### src/rtl/serial_subtractor_if.sv
// Handshake and operand/result bundle for the bit-serial subtractor.
// The requester drives start and operands; the subtractor returns status and result.
interface serial_subtractor_if #(
    parameter int N = 4
);
    logic         start;
    logic [N-1:0] a;
    logic [N-1:0] b;
    logic         bin;
    logic         busy;
    logic         done;
    logic [N-1:0] diff;
    logic         bout;
    logic         zero;

    modport master (
        output start, a, b, bin,
        input  busy, done, diff, bout, zero
    );

    modport slave (
        input  start, a, b, bin,
        output busy, done, diff, bout, zero
    );
endinterface

### src/rtl/serial_subtractor.sv
// Bit-serial N-bit subtractor (diff = a - b - bin), LSB first, one full-subtractor cell and a borrow flop.
// Latency: done pulses N cycles after the accepting edge; one result every N+1 cycles.
// Backpressure: none; start is taken only in IDLE or DONE and ignored while busy.
module serial_subtractor #(
    parameter int N  = 4,
    parameter int CW = 3
) (
    input  logic               clk,
    input  logic               rst,
    serial_subtractor_if.slave bus
);
    typedef enum logic [1:0] {IDLE, SHIFT, DONE} state_t;

    localparam logic [CW-1:0] LAST = CW'(N - 1);

    state_t        state_q, state_d;
    logic          load, step, finish;
    logic [N-1:0]  a_sh, b_sh, res_sh;
    logic [N-1:0]  a_nxt, b_nxt, res_nxt;
    logic [N-1:0]  diff_q;
    logic          bout_q, zero_q;
    logic          br, d, br_next;
    logic [CW-1:0] cnt;

    // Full-subtractor cell on the current LSBs and the carried borrow.
    assign d       = a_sh[0] ^ b_sh[0] ^ br;
    assign br_next = (~a_sh[0] & b_sh[0]) | (~(a_sh[0] ^ b_sh[0]) & br);

    always_comb begin
        a_nxt          = a_sh >> 1;
        b_nxt          = b_sh >> 1;
        res_nxt        = res_sh >> 1;
        res_nxt[N-1]   = d;
    end

    always_ff @(posedge clk or posedge rst) begin
        if (rst) begin
            state_q <= IDLE;
        end else begin
            state_q <= state_d;
        end
    end

    always_comb begin
        state_d = state_q;
        load    = 1'b0;
        step    = 1'b0;
        finish  = 1'b0;
        case (state_q)
            IDLE: begin
                if (bus.start) begin
                    load    = 1'b1;
                    state_d = SHIFT;
                end
            end
            SHIFT: begin
                step = 1'b1;
                if (cnt == LAST) begin
                    finish  = 1'b1;
                    state_d = DONE;
                end
            end
            DONE: begin
                // A start seen here chains straight into the next operation.
                if (bus.start) begin
                    load    = 1'b1;
                    state_d = SHIFT;
                end else begin
                    state_d = IDLE;
                end
            end
            default: state_d = IDLE;
        endcase
    end

    always_ff @(posedge clk or posedge rst) begin
        if (rst) begin
            a_sh   <= '0;
            b_sh   <= '0;
            res_sh <= '0;
            br     <= 1'b0;
            cnt    <= '0;
            diff_q <= '0;
            bout_q <= 1'b0;
            zero_q <= 1'b0;
        end else begin
            if (load) begin
                a_sh <= bus.a;
                b_sh <= bus.b;
                br   <= bus.bin;
                cnt  <= '0;
            end else if (step) begin
                a_sh   <= a_nxt;
                b_sh   <= b_nxt;
                res_sh <= res_nxt;
                br     <= br_next;
                cnt    <= cnt + CW'(1);
            end
            // Published result only moves on entry to DONE, so it stays put during the next operation.
            if (finish) begin
                diff_q <= res_nxt;
                bout_q <= br_next;
                zero_q <= (res_nxt == '0);
            end
        end
    end

    assign bus.busy = (state_q == SHIFT);
    assign bus.done = (state_q == DONE);
    assign bus.diff = diff_q;
    assign bus.bout = bout_q;
    assign bus.zero = zero_q;
endmodule

### src/flat_wrapper.sv
// flat-port wrapper written by rule: the top's interface ports become plain ports
module serial_subtractor_flat 
#(
    parameter int N  = 4,
    parameter int CW = 3
)
  (clk, rst, bus_start, bus_a, bus_b, bus_bin, bus_busy, bus_done, bus_diff, bus_bout, bus_zero);
  serial_subtractor_if #(.N(N)) bus_i ();
  input  logic clk;
  input  logic rst;
  input wire logic [$bits(bus_i.start)-1:0] bus_start;
  input wire logic [$bits(bus_i.a)-1:0] bus_a;
  input wire logic [$bits(bus_i.b)-1:0] bus_b;
  input wire logic [$bits(bus_i.bin)-1:0] bus_bin;
  output wire logic [$bits(bus_i.busy)-1:0] bus_busy;
  output wire logic [$bits(bus_i.done)-1:0] bus_done;
  output wire logic [$bits(bus_i.diff)-1:0] bus_diff;
  output wire logic [$bits(bus_i.bout)-1:0] bus_bout;
  output wire logic [$bits(bus_i.zero)-1:0] bus_zero;
  assign bus_i.start = bus_start;
  assign bus_i.a = bus_a;
  assign bus_i.b = bus_b;
  assign bus_i.bin = bus_bin;
  assign bus_busy = bus_i.busy;
  assign bus_done = bus_i.done;
  assign bus_diff = bus_i.diff;
  assign bus_bout = bus_i.bout;
  assign bus_zero = bus_i.zero;
  serial_subtractor #(.N(N), .CW(CW)) u_core (.clk(clk), .rst(rst), .bus(bus_i));
endmodule
### config.mk
export PLATFORM = sky130hd
export DESIGN_NAME = serial_subtractor_flat
export DESIGN_NICKNAME = d
export VERILOG_FILES = /design/src/rtl/serial_subtractor_if.sv /design/src/rtl/serial_subtractor.sv /design/src/flat_wrapper.sv
export SDC_FILE = /design/constraint.sdc
export NUM_CORES = 1
export LEC_CHECK = 0
export ABC_AREA = 0
export CORE_ASPECT_RATIO = 1.5
export CORE_MARGIN = 4
export CORE_UTILIZATION = 31
export CTS_CLUSTER_DIAMETER = 100
export DETAILED_ROUTE_END_ITERATION = 10
export DONT_BUFFER_PORTS = 1
export PLACE_DENSITY = 0.43
export SYNTH_ARGS = -nofsm -noshare
export SYNTH_HDL_FRONTEND = slang
export SYNTH_SLANG_ARGS = --single-unit
### constraint.sdc
create_clock -name clk -period 4.9 [get_ports clk]
set_input_delay 0.98 -clock clk [delete_from_list [all_inputs] [get_ports clk]]
set_output_delay 0.98 -clock clk [all_outputs]
set_load 0.02 [all_outputs]
== After elaboration in Yosys (flattened, before gate mapping) ==
Index checks and enable logic that the tools add are counted.
Cells by class
  $add $sub $neg: 1
  eq/ne operators: 5
  muxes and demuxes: 17
  bitwise operators: 8
  reductions and logical operators: 6
Operators by type and width (count)
  2-to-1 mux 4 bit: 4
  2-to-1 mux 1 bit: 8
  2-to-1 mux 3 bit: 2
  one-hot mux 2 bit (3 select lines): 1
  logical NOT 4 bit: 1
  2-to-1 mux 2 bit: 2
  AND reduction 2 bit: 2
  adder 3 x 1 -> 3 bit, second input constant: 1
  == test 3 x 2 -> 1 bit, second input constant: 1
  inverter 1 bit: 3
  AND 1 bit: 2
  == test 2 x 1 -> 1 bit, second input constant: 1
  == test 2 bit, second input constant: 1
  logical NOT 2 bit: 1
  != test 2 x 1 -> 1 bit, second input constant: 1
  != test 2 bit, second input constant: 1
  nonzero test 2 bit: 1
  OR reduction 2 bit: 1
  XOR 1 bit: 2
  bitwise OR 1 bit: 1
Storage, ports and cells
  bits in registers: 24
  input port bits: 12
  output and inout bits: 8
  word-level logic and storage cells: 46

== Depth between registers and ports, before layout ==
  depth in word-level cells: 6
  mapped depth: 5
  gate-level depth less buffers: 5

== Least setup slack after synthesis ==
Ideal clock, no wire load.
  kind: reg-to-output
  start: reg u_core.state_q[1]
  end: out bus_done
  arrival: 0.907 ns
  path slack: 3.013 ns
  stages on the path, launching flop included: 3
  path through: dfrtp_1 > buf_4 > nor2b_1
Between the ends
  cells in the longest elaborated chain, start to end: 1
RTL lines
  from (decl): RTL line serial_subtractor.sv:16  | state_t state_q, state_d;
  from (signal assigned): RTL line serial_subtractor.sv:40  | state_q <= state_d;
  == test 2 bit: RTL line serial_subtractor.sv:109  | assign bus.done = (state_q == DONE);
  to (decl): RTL line flat_wrapper.sv:16  | output wire logic [$bits(bus_i.done)-1:0] bus_done;
No other way between the ends.

== Final worst setup path ==
  start: reg u_core.state_q[0]
  end: out bus_busy
Between the ends
  cells in the longest elaborated chain, start to end: 1
RTL lines
  == test 2 x 1 -> 1 bit: RTL line serial_subtractor.sv:108  | assign bus.busy = (state_q == SHIFT);
  to (decl): RTL line flat_wrapper.sv:15  | output wire logic [$bits(bus_i.busy)-1:0] bus_busy;
No other way between the ends.

==> Flow_metrics.wiki <==
{| class="wikitable"
! Metric !! Value
|-
| Outcome || finished clean
|-
| Iteration-0 DRC Markers || 5
|-
| Antenna diode instance count || 0
|-
| Layout cell share with drive strength beyond 1 || 11.1%
|-
| Setup repair after global routing missed its margin || false
|-
| Final weighted congestion in routability-driven placement || between 0.6 and 0.7
|-
| Portion of synthesized cell area occupied by the leading cell type || about half
|-
| Boundary pin count || 20
|-
| Post-detailed-placement half-perimeter wirelength || 1460 um
|-
| Total area of multi-input combinational cells || 472 um^2
|-
| DRT Wirelength || between 2000 and 2500 um
|-
| Startpoint type of the worst setup path || register
|-
| Average size of a mapped cell || about 11 um^2
|-
| Number of nets at the end of the flow || approximately 120
|-
| Leakage power || 0.000551 uW
|-
| Net Count, Synth || 115
|-
| Top area cells in the synthesized netlist || dfrtp_1 (52%), mux2_4 (5.4%), mux2i_1 (4.5%), nand2_1 (4.4%), nor2b_1 (2.8%)
|-
| Design Power || a little under 800 uW
|-
| CP Capture Type || output pin
|-
| Clock latency of the later-clocked register in the worst-skew pair || 0.26 ns
|-
| Share of flip-flops with an asynchronous set or reset || 100%
|-
| Most common cell in the synthesized netlist || dfrtp_1
|-
| Distinct cells, synth || 26
|-
| Setup skew after layout || around 0.0036 ns
|-
| Commonest cells in the synthesized netlist || dfrtp_1 (23), nand2_1 (13), inv_1 (8), a21oi_1 (6)
|-
| Initial antenna violation count || 0
|-
| Count of synthesis-stage warnings from yosys || 0
|-
| Summed area of non-filler cells in the final layout || approximately 1200 um^2
|-
| Part of the power in registers || 50.1%
|-
| Power density over cell area || about 670 nW/um^2
|-
| Die Area || 4630 um^2
|-
| Number of synthesized flops with an enable pin || 0
|-
| Number of buffers created by CTS || 3
|-
| Total placed cells including tap cells || roughly 140
|-
| Minimum period implied by the final worst setup slack || around 2.6 ns
|-
| Std cell rows || 26
|-
| Grt ovf || 0
|-
| Share of the yosys chip area belonging to registers || about half
|-
| Worst path arrival time || 1.64 ns
|-
| Per-cell routed wire length || about 14 um
|-
| Upper clock frequency limit || 382 MHz
|-
| Worst supply voltage drop on vdd || around 250 uV
|-
| Global routing usage summed across all routing layers || around a tenth
|-
| Count of state elements after synthesis || 23
|-
| H-tree lvl count || 1
|-
| Combinational cell fraction of total power || 35.3%
|-
| Max Cap Violations || 0
|-
| Setup bufs post-CTS || 0
|-
| Ys flop type || dfrtp_1
|-
| Detailed-route vias per instance || around 5.0
|-
| Maximum number of pins on one net before global-route repair || 24
|-
| Area of all sequential standard cells || roughly 580 um^2
|-
| Number of sinks on the clock net || 23
|-
| Fraction of power spent switching nets || 38.6%
|-
| Post-route non-filler standard cell count || about 140
|-
| Number of gates resized after CTS || 0
|-
| Critical path required time || between 3 and 4 ns
|-
| Pin slew with the least headroom to its limit || roughly 0.9 ns
|-
| Number of hold buffers added after CTS || 0
|-
| PortBufs || 0
|-
| Cell type contributing the most total cell area after synthesis || dfrtp_1
|-
| Cell area after technology mapping || between 1000 and 1500 um^2
|-
| Fillcell total || around 370
|-
| Via count of the first global-routing pass || 760
|-
| Reported net switching power || 305 uW
|-
| CTS root buf || clkbuf_8
|-
| Clock edge transition at the registers on the reported setup and hold paths || 0.08 ns
|-
| Number of hold-slack violations in the final timing report || 0
|-
| Proportion of power drawn by the clock network || between 10 and 15%
|-
| Initial core utilization || between 30% and 40%
|-
| # DRC || 0
|-
| Number of setup violations in the final report || 0
|-
| Vias after detailed routing || 700
|-
| Placeable core area || about 3400 um^2
|-
| Clock tree from TritonCTS || yes
|-
| Antenna Violating Nets Remaining || 0
|-
| Internal power of the cells || about 490 uW
|-
| Period utilization || between 50% and 60%
|-
| Crit-path max FO || 21
|-
| Type of the worst setup path || register to output pin
|-
| Pre-antenna DRT Iters || 2
|-
| Total negative slack || 0 ns
|-
| Overall die width || ~57 um
|-
| Max-Slew Margin vs Limit || 41.3%
|-
| Area Overhead vs Synth || 5.74%
|-
| Max-slew violations || 0
|-
| Min-Delay Path Class || register to register
|-
| Wire length of the first global-routing pass || between 3000 and 4000 um
|-
| Cell area after placement || 1130 um^2
|-
| Cell count after synthesis || 100
|-
| Die outline height || a little over 80 um
|-
| Final worst hold slack || between 0.5 and 0.6 ns
|-
| Maximum count of clock buffers along a single path || 2
|}
cell usage in the layout, fill, tap and decap left out, drive strengths merged, types with 3 or more instances in the layout:
cell | netlist | routed
mux2i | 5 | 5
a211oi | 4 | 4
o21ai | 6 | 6
nor2b | 5 | 5
nand3 | 3 | 3
dfrtp | 23 | 23
nand2 | 13 | 13
inv | 8 | 8
a21oi | 6 | 6
clkbuf | 0 | 4
a22o | 3 | 3
mux2 | 6 | 6
cells by family after synthesis:
group / synth area share, %
xor gates and xnor gates: 0.788
muxes: 11.9
and+or+nand+nor: 13.3
AOI/OAI and AO/OA: 12.4
DFF: 51.8
buffers and inverters: 5.74
adders and majority gates: 4.05
layout make-up:
| cell class | instances | share of cell area [%] |
|---|---|---|
| Tap cell | 42 | 4.47 |
| Inverter | 8 | 2.56 |
| Multi-Input combinational cell | 64 | 40.1 |
| Clock buffer | 4 | 3.83 |
| Sequential cell | 23 | 49.0 |
per-layer routing:
layer / part of all wire (%) / track usage, % / vias to the layer above
met5: 0 / 0 / -
met4: 0.94 / 4.87 / 0
met3: 5.4 / 3.02 / 2
met2: 51 / 16.9 / 17
met1: 42 / 10.3 / 337
li1: - / - / 344
critical path, cell delays in order, from the launching register on:
cell	delay, ns
dfrtp_1	0.76
nand2b_1	0.32
inv_1	0.30
state kept, by name, indices dropped and copies added (netlist names):
| name | cells |
|---|---|
| u_core.bus.bout | 1 |
| u_core.bus.diff | 4 |
| u_core.res_sh | 3 |
| u_core.bus.zero | 1 |
| u_core.state_q | 2 |
| u_core.b_sh | 4 |
| u_core.cnt | 3 |
| u_core.br | 1 |
| u_core.a_sh | 4 |
final timing paths:
kind	slack, ns	endpoint	from	cells after the start
max	2.28	bus_busy	u_core.state_q[0]	2
min	0.51	u_core.b_sh[2]	u_core.b_sh[2]	2
max reg2reg	3.23	u_core.bus.zero	u_core.a_sh[0]	3
min reg2reg	0.51	u_core.b_sh[2]	u_core.b_sh[2]	2
max in group asynchronous	3.57	u_core.b_sh[0]	rst	1
min in group asynchronous	0.79	u_core.bus.diff[0]	rst	1
power by group through the flow:
| stage | sequential, uW | combinational [uW] | clock, uW |
|---|---|---|---|
| 3_5_place_dp | 403 | 284 | 0 |
| 2_1_floorplan | 358 | 282 | 0 |
| 5_1_grt | 415 | 321 | 133 |
| 4_1_cts | 399 | 287 | 124 |
| 3_3_place_gp | 402 | 282 | 0 |
| 6_report | 396 | 279 | 116 |
through the flow:
stage	setup WS (ns)	utilization, %
after global routing	2.09	34.4
final	2.28	34.4
after floorplan	3.01	-
after CTS	2.25	34.4
after detailed placement	2.55	33.1
after global placement	2.59	33.1
No activity file was read; power rests on OpenSTA's default activity.
